$ cat src/rtl/multdiv_iterative.sv
// Iterative signed multiply/divide: Booth multiply and non-restoring divide on one shared datapath.
// Optional macro MULTDIV_RADIX4_EN selects radix-4 Booth multiply (16 iterations instead of 32).
module multdiv_iterative #(
  parameter int WIDTH = 32
) (
  input  logic             clock,
  input  logic             reset,
  input  logic             ctrl_mult,
  input  logic             ctrl_div,
  input  logic [WIDTH-1:0] operand_a,
  input  logic [WIDTH-1:0] operand_b,
  output logic [WIDTH-1:0] result,
  output logic             exception,
  output logic             result_ready,
  output logic             busy
);

  localparam int CW = $clog2(WIDTH);
`ifdef MULTDIV_RADIX4_EN
  localparam int MULT_ITER = WIDTH / 2;
`else
  localparam int MULT_ITER = WIDTH;
`endif
  localparam logic [CW-1:0] LAST_MULT = CW'(MULT_ITER - 1);
  localparam logic [CW-1:0] LAST_DIV  = CW'(WIDTH - 1);
  localparam logic [WIDTH-1:0] MIN_VAL = {1'b1, {(WIDTH-1){1'b0}}};

  typedef enum logic [1:0] {IDLE, MULT, DIV, DONE} state_t;

  state_t           state_q, state_d;
  logic [WIDTH-1:0] a_q, a_d, b_q, b_d;
  logic [WIDTH+1:0] hi_q, hi_d;
  logic [WIDTH-1:0] lo_q, lo_d;
  logic             qm1_q, qm1_d;
  logic [CW-1:0]    cnt_q, cnt_d;
  logic [WIDTH-1:0] result_q, result_d;
  logic             exc_q, exc_d;
  logic             ready_q, ready_d;
  logic             busy_q, busy_d;

  logic [WIDTH+1:0] a_ext, booth_sum, mult_hi_next;
  logic [WIDTH-1:0] mult_lo_next;
  logic             mult_qm1_next;
  logic [WIDTH-1:0] start_a_mag, b_mag;
  logic [WIDTH+1:0] div_shift, div_rem;
  logic [WIDTH-1:0] div_lo_next, div_quot;
  logic             q_neg, div_ovf;

  assign a_ext = {{2{a_q[WIDTH-1]}}, a_q};

  // Booth step: add the recoded multiple to the partial, then shift {partial, multiplier, q-1} right.
`ifdef MULTDIV_RADIX4_EN
  always_comb begin
    case ({lo_q[1:0], qm1_q})
      3'b001, 3'b010: booth_sum = hi_q + a_ext;
      3'b011:         booth_sum = hi_q + {a_ext[WIDTH:0], 1'b0};
      3'b100:         booth_sum = hi_q - {a_ext[WIDTH:0], 1'b0};
      3'b101, 3'b110: booth_sum = hi_q - a_ext;
      default:        booth_sum = hi_q;
    endcase
    mult_hi_next  = {{2{booth_sum[WIDTH+1]}}, booth_sum[WIDTH+1:2]};
    mult_lo_next  = {booth_sum[1:0], lo_q[WIDTH-1:2]};
    mult_qm1_next = lo_q[1];
  end
`else
  always_comb begin
    case ({lo_q[0], qm1_q})
      2'b01:   booth_sum = hi_q + a_ext;
      2'b10:   booth_sum = hi_q - a_ext;
      default: booth_sum = hi_q;
    endcase
    mult_hi_next  = {booth_sum[WIDTH+1], booth_sum[WIDTH+1:1]};
    mult_lo_next  = {booth_sum[0], lo_q[WIDTH-1:1]};
    mult_qm1_next = lo_q[0];
  end
`endif

  // Non-restoring step on magnitudes; a quotient bit is 1 whenever the new remainder is non-negative.
  assign start_a_mag = operand_a[WIDTH-1] ? -operand_a : operand_a;
  assign b_mag       = b_q[WIDTH-1] ? -b_q : b_q;
  assign div_shift   = {hi_q[WIDTH:0], lo_q[WIDTH-1]};
  assign div_rem     = hi_q[WIDTH+1] ? div_shift + {2'b00, b_mag} : div_shift - {2'b00, b_mag};
  assign div_lo_next = {lo_q[WIDTH-2:0], ~div_rem[WIDTH+1]};
  assign q_neg       = a_q[WIDTH-1] ^ b_q[WIDTH-1];
  assign div_quot    = q_neg ? -div_lo_next : div_lo_next;
  assign div_ovf     = (a_q == MIN_VAL) && (b_q == {WIDTH{1'b1}});

  always_comb begin
    state_d  = state_q;
    a_d      = a_q;
    b_d      = b_q;
    hi_d     = hi_q;
    lo_d     = lo_q;
    qm1_d    = qm1_q;
    cnt_d    = cnt_q;
    result_d = result_q;
    exc_d    = exc_q;
    ready_d  = 1'b0;
    busy_d   = busy_q;
    case (state_q)
      IDLE: begin
        if (ctrl_mult || ctrl_div) begin
          a_d    = operand_a;
          b_d    = operand_b;
          cnt_d  = '0;
          qm1_d  = 1'b0;
          hi_d   = '0;
          busy_d = 1'b1;
          if (ctrl_mult) begin
            lo_d    = operand_b;
            state_d = MULT;
          end else if (operand_b == '0) begin
            lo_d     = '0;
            result_d = '0;
            exc_d    = 1'b1;
            ready_d  = 1'b1;
            state_d  = DONE;
          end else begin
            lo_d    = start_a_mag;
            state_d = DIV;
          end
        end
      end
      MULT: begin
        hi_d  = mult_hi_next;
        lo_d  = mult_lo_next;
        qm1_d = mult_qm1_next;
        cnt_d = cnt_q + CW'(1);
        if (cnt_q == LAST_MULT) begin
          state_d  = DONE;
          ready_d  = 1'b1;
          result_d = mult_lo_next;
          exc_d    = (mult_hi_next[WIDTH-1:0] != {WIDTH{mult_lo_next[WIDTH-1]}});
        end
      end
      DIV: begin
        hi_d  = div_rem;
        lo_d  = div_lo_next;
        cnt_d = cnt_q + CW'(1);
        if (cnt_q == LAST_DIV) begin
          state_d  = DONE;
          ready_d  = 1'b1;
          result_d = div_quot;
          exc_d    = div_ovf;
        end
      end
      DONE: begin
        state_d = IDLE;
        busy_d  = 1'b0;
      end
      default: state_d = IDLE;
    endcase
  end

  always_ff @(posedge clock) begin
    if (reset) begin
      state_q  <= IDLE;
      a_q      <= '0;
      b_q      <= '0;
      hi_q     <= '0;
      lo_q     <= '0;
      qm1_q    <= 1'b0;
      cnt_q    <= '0;
      result_q <= '0;
      exc_q    <= 1'b0;
      ready_q  <= 1'b0;
      busy_q   <= 1'b0;
    end else begin
      state_q  <= state_d;
      a_q      <= a_d;
      b_q      <= b_d;
      hi_q     <= hi_d;
      lo_q     <= lo_d;
      qm1_q    <= qm1_d;
      cnt_q    <= cnt_d;
      result_q <= result_d;
      exc_q    <= exc_d;
      ready_q  <= ready_d;
      busy_q   <= busy_d;
    end
  end

  assign result       = result_q;
  assign exception    = exc_q;
  assign result_ready = ready_q;
  assign busy         = busy_q;

endmodule

$ cat config.mk
export PLATFORM = sky130hd
export DESIGN_NAME = multdiv_iterative
export DESIGN_NICKNAME = d
export VERILOG_FILES = /design/src/rtl/multdiv_iterative.sv
export SDC_FILE = /design/constraint.sdc
export NUM_CORES = 1
export LEC_CHECK = 0
export ABC_CLOCK_PERIOD_IN_PS = 9500
export BUFFER_PORTS_ARGS = -buffer_cell sky130_fd_sc_hd__buf_2
export CAP_MARGIN = 30
export CORE_MARGIN = 2
export CORE_UTILIZATION = 25
export CTS_BUF_LIST = sky130_fd_sc_hd__clkbuf_16
export DETAILED_ROUTE_END_ITERATION = 16
export PLACE_DENSITY = 0.38
export REMOVE_ABC_BUFFERS = 1
export SYNTH_ARGS = -nofsm -noshare
export SYNTH_HDL_FRONTEND = slang
export SYNTH_SLANG_ARGS = --single-unit
$ cat constraint.sdc
create_clock -name clock -period 9.5 [get_ports clock]
set_clock_uncertainty 0.2 [all_clocks]
set_input_delay 0.475 -clock clock [delete_from_list [all_inputs] [get_ports clock]]
set_output_delay 0.475 -clock clock [all_outputs]
set_load 0.03 [all_outputs]
## Word-level counts from Yosys, hierarchy flattened

Index checks and enable logic that the tools add are counted.

- Add/subtract/negate cells: 8
- Equal/unequal tests: 15
- Muxes and demuxes: 39
- Bitwise operators: 2
- Reduce and logical (&&, ||, !) cells: 16

Operators by type and width:

| kind | number |
|---|---|
| $mux W32 | 11 |
| $pmux W32 S3 | 2 |
| $pmux W34 S3 | 1 |
| $neg A32 Y32 | 3 |
| $mux W34 | 2 |
| $pmux W34 S2 | 1 |
| $eq A32 B32 Y1 const B | 2 |
| $add A34 B32 Y34 | 1 |
| $add A34 B34 Y34 | 1 |
| $sub A34 B32 Y34 | 1 |
| $sub A34 B34 Y34 | 1 |
| $logic_not A32 Y1 | 1 |
| $ne A32 B32 Y1 | 1 |
| $mux W1 | 12 |
| $reduce_and A2 Y1 | 6 |
| $ne A2 B2 Y1 const B | 5 |
| $pmux W5 S2 | 1 |
| $eq A2 B2 Y1 const B | 3 |
| $mux W2 | 3 |
| $pmux W1 S2 | 3 |
| $pmux W2 S3 | 1 |
| $reduce_and A6 Y1 | 1 |
| $reduce_bool A2 Y1 | 3 |
| $add A5 B1 Y5 const B | 1 |
| other kinds (12) | 13 |

- Register bits after elaboration: 173
- Output and inout bits: 35
- Word-level logic and storage cells: 91

## Logic depth before layout (Yosys ltp)

- Depth after elaboration: 9
- Mapped depth: 36
- Mapped depth without buffers: 33

## Worst setup path before layout

No wires, ideal clock.

- Path kind: register to register
- Start: reg b_q[1]
- End: reg result_q[30], in the netlist result[30]
- Data arrival time: 6899 ps
- Required time: 9172 ps
- Setup slack: 2273 ps
- Stages on the path, launching flop included: 37
- Buffers on the path: 3
- Clock period less this slack: 7227 ps
- Cells stage by stage: dfxtp_1 -> clkbuf_1 -> inv_1 -> ha_1 -> nand2b_1 -> clkbuf_1 -> o21ai_0 -> xor2_1 -> and4_1 -> and4b_1 -> nor3b_1 -> and2_1 -> nor2b_1 -> nor2_1 -> xnor2_1 -> ha_1 -> a21o_1 -> a21o_1 -> a221oi_1 -> o21ai_0 -> nor2_1 -> nor2_1 -> a31o_2 -> a31oi_1 -> xor2_2 -> buf_6 -> ha_1 -> nand2_1 -> or3_1 -> nor3_1 -> a31oi_1 -> a21oi_1 -> o21ai_0 -> xnor2_1 -> o21ai_0 -> a22oi_1 -> nor2_1

- Word-level cells in the longest chain between the ends: 9
- Elaborated cells on any way between the ends: 10
- Classes of those cells: add/sub: 4; mux: 5; bitwise: 1

RTL lines:

| what | RTL line | text |
|---|---|---|
| start, declared | 31 | `logic [WIDTH-1:0] a_q, a_d, b_q, b_d;` |
| start signal, assigned | 159 | `b_q <= '0;` |
| start signal, assigned | 171 | `b_q <= b_d;` |
| $neg A32 Y32 | 80 | `assign b_mag = b_q[WIDTH-1] ? -b_q : b_q;` |
| $mux W32 (*) | 80 |  |
| $sub A34 B32 Y34 or $add A34 B32 Y34 (tied branches) | 82 | `assign div_rem = hi_q[WIDTH+1] ? div_shift + {2'b00, b_mag} : div_shift - {2'b00, b_mag};` |
| $mux W34 (*) | 82 |  |
| $not A1 Y1 (*) | 83 | `assign div_lo_next = {lo_q[WIDTH-2:0], ~div_rem[WIDTH+1]};` |
| $neg A32 Y32 (*) | 85 | `assign div_quot = q_neg ? -div_lo_next : div_lo_next;` |
| $mux W32 (*) | 85 |  |
| $mux W32 (*) | 140 | `if (cnt_q == LAST_DIV) begin` |
| $pmux W32 S3 (*) | 100 | `case (state_q)` |
| end signal, assigned | 176 | `result_q <= result_d;` |
| end, declared | 36 | `logic [WIDTH-1:0] result_q, result_d;` |

Mark *: on every way between the ends. The rest lies on a longest branch, timed or not. The select of a mux whose other input is x is not followed.
A chain may end at the register's enable or synchronous reset.

## Worst setup path in the final report

- Start: reg b_q[0]
- End: reg result_q[30], in the netlist result[30]

The elaborated chain is that of the path after synthesis.

==> impl_metrics.tcl <==
set metrics [dict create \
    grt-ovfl-total 0 \
    vias_per_cell 5.352 \
    power_density_nw_per_um2 328.5 \
    fin_nets 2285 \
    final_cell_area_um2 17000 \
    hpwl_um 47390 \
    first_pass_iters 7 \
    finalCritPeriodShare 0.8805 \
    yosys_warnings 0 \
    r2r_setup_slack_ns 1.13 \
    die_x_um 250.8 \
    fin_crit_ns 8.365 \
    globalplace.congestion 0.8632 \
    initial_core_util 0.2527 \
    cts_hold_buf 0 \
    routedWlPerCell_um 21.11 \
    drc_errors 0 \
    maxCapViolCount 0 \
    antenna_left 0 \
    cts_tree "built" \
    ctsResizeCount 0 \
    final_common_cell "nand2_1" \
    worstMarginPinSlew_ns 0.9479 \
    io-pin-count 103 \
    ys_ff_latch 173 \
    clock_sinks 173 \
    grt_start_max_net_pins 74 \
    grtUsageTotal 0.1956 \
    dieArea_um2 62880 \
    setup_viol 0 \
    syn-instance-count 2136 \
    synth_top_area_cell "dfxtp_1" \
    cts_setup_buffers 0 \
    r2r_start "b_q[0]" \
    synth_top_area_share 0.2275 \
    rsz0062_at_grt "false" \
    postSynthAreaPerCell_um2 7.127 \
    cp.arrival_ns 8.53 \
    max_stage_delay_ns 0.49 \
    fill_cells 6564 \
    hold_depth 2 \
    h-tree-depth 4 \
    synthFlopType "dfxtp_1" \
    port_buffers 102 \
    place_area_um2 16420 \
    coreArea_um2 60250 \
    synth_edf_count 0 \
    cp-end-kind "register" \
    slowest_stage "dfxtp_1" \
    report.final.slew_viol_count 0 \
    finalWorstSetupSlack_ns 1.135 \
    worst-path-max-fanout 9 \
    drive_gt1_frac 0.09772 \
    worstPathRequired_ns 9.66 \
    path_class "reg2reg" \
    hp-class "in2reg" \
    synth_async_sr_flop_share 0 \
    dp_slack_ns 1.113 \
    hp-start "reset" \
    fin_setup_tns_ns 0 \
    vias 15690 \
    clkLatencyLatePin_ns 0.50 \
    ir_drop_v 0.0001625 \
    antenna_found_initial 1 \
    cts-root-buf "clkbuf_16" \
    fin_cells 2931 \
    cp-startpoint "b_q[0]" \
    drt_iter0_drc 1084 \
    reg2reg_to "result[30]" \
    post-place-cells 2899 \
    start_kind "register" \
    clkTransAtPathRegs_ns 0.07 \
    ys_types 89 \
    synth_area_leaders "dfxtp_1 (23%), xnor2_1 (8.3%), a21oi_1 (7.6%), nand2_1 (7.1%), ha_1 (6.5%)" \
    grt_pass1_wl_um 94310 \
    p_leak_uw 0.006369 \
    mappedNetlistArea_um2 15220 \
    cts_buffer_depth 2 \
    fmaxAchievable_mhz 119.5 \
    slew_headroom 0.3674 \
    hold_violations 0 \
    routed_wl_um 61870 \
    area_growth_pct 11.68 \
    synth.yosys.seq_area_share 0.2275 \
    grt_pass1_vias 14950 \
    holdPathEnd "state_q[1]" \
    run_status "complete, no violations" \
    most-common-layout-cells "nand2_1 (287), nor2_1 (231), a21oi_1 (231)" \
    reg2regPathDepth 33 \
    cts_buffers 17 \
    die_y_um 250.8 \
    rows 90 \
    diodes 0 \
]
==> critical path: cells and delay by family, from the launching register on <==
kind	cells	cell delay (ns)
xor+xnor	4	1.02
fa+ha+maj	3	0.91
flops	1	0.49
compound gates	12	2.65
buf+inv	1	0.13
simple gates	13	2.82
==> metrics by stage <==
stage          hold slack, ns    util  total power [uW]
6_report              0.03663  0.2822              5585
3_3_place_gp           0.2388  0.2723              4809
5_1_grt               0.02547  0.2822              6071
4_1_cts              0.003349  0.2822              5616
2_1_floorplan          0.2301       -              3662
3_5_place_dp           0.2475  0.2725              4821
==> layout make-up <==
cell class	instances	area [um2]	area share
clock inverters	15	160.2	0.009420
inverters	46	172.7	0.01016
clock buffers	17	425.4	0.02502
multi-input cells	1762	11030	0.6485
well taps	782	978.4	0.05755
repair buffers	136	775.7	0.04563
flip-flops and latches	173	3463	0.2037
==> worst max-delay path by stage <==
stage                      end  slack (ns)  cells past startpoint
floorplan           result[30]        1.74                     31
global route        result[30]        0.31                     33
finish              result[30]        1.13                     33
CTS                 result[30]        1.07                     33
detailed placement  result[30]        1.11                     33
global placement    result[30]        1.17                     33
==> report_power, final <==
part           internal [uW]  leakage (uW)  switching [uW]  total (uW)
logic                   1340       0.00466            2280        3620
registers                882       0.00141             318        1200
clock network            392      0.000291             372         764
==> cells in the mapped netlist (all sizes together) (10+ instances only) <==
library cell    n
a21oi         231
a31oi          21
buf            22
a21o           26
inv            44
o31ai          24
a221oi         45
o21ai         117
or4            13
dfxtp         173
nor2b          15
a311oi         11
o31a           10
a211oi         26
o21a           18
nor4           35
or3            23
and2           11
nand3          36
a22oi          49
nand2         287
xnor2         145
nand4          26
nor2          233
ha             79
nor3           65
clkbuf        133
xor2           52
mux2i          16
o41ai          10
==> per-layer routing <==
layer	up-vias	global-route usage	wire length (um)
li1	7755	-	-
met4	2	0.04927	998
met3	41	0.02526	1940
met2	297	0.3318	29610
met1	7591	0.2615	29310
met5	-	0	13
==> flip-flops by register name (all words and copies together), names as in the netlist <==
signal	flops
exception	1
busy	1
qm1_q	1
cnt_q	5
result_ready	1
b_q	32
lo_q	32
a_q	32
hi_q	34
result	32
state_q	2
==> cells by family (layout without fill, tap and decap cells) <==
kind of cell,Yosys count,after routing,share of synthesized area
buffers and inverters,201,214,0.05170
AO/OA/AOI/OAI,662,662,0.2792
AND/OR/NAND/NOR,803,803,0.2465
XOR/XNOR,197,197,0.1148
adder cells (fa/ha/maj),81,81,0.06756
flip-flops,173,173,0.2275
multiplexers,19,19,0.01274
(Power assumes the default switching activity.)
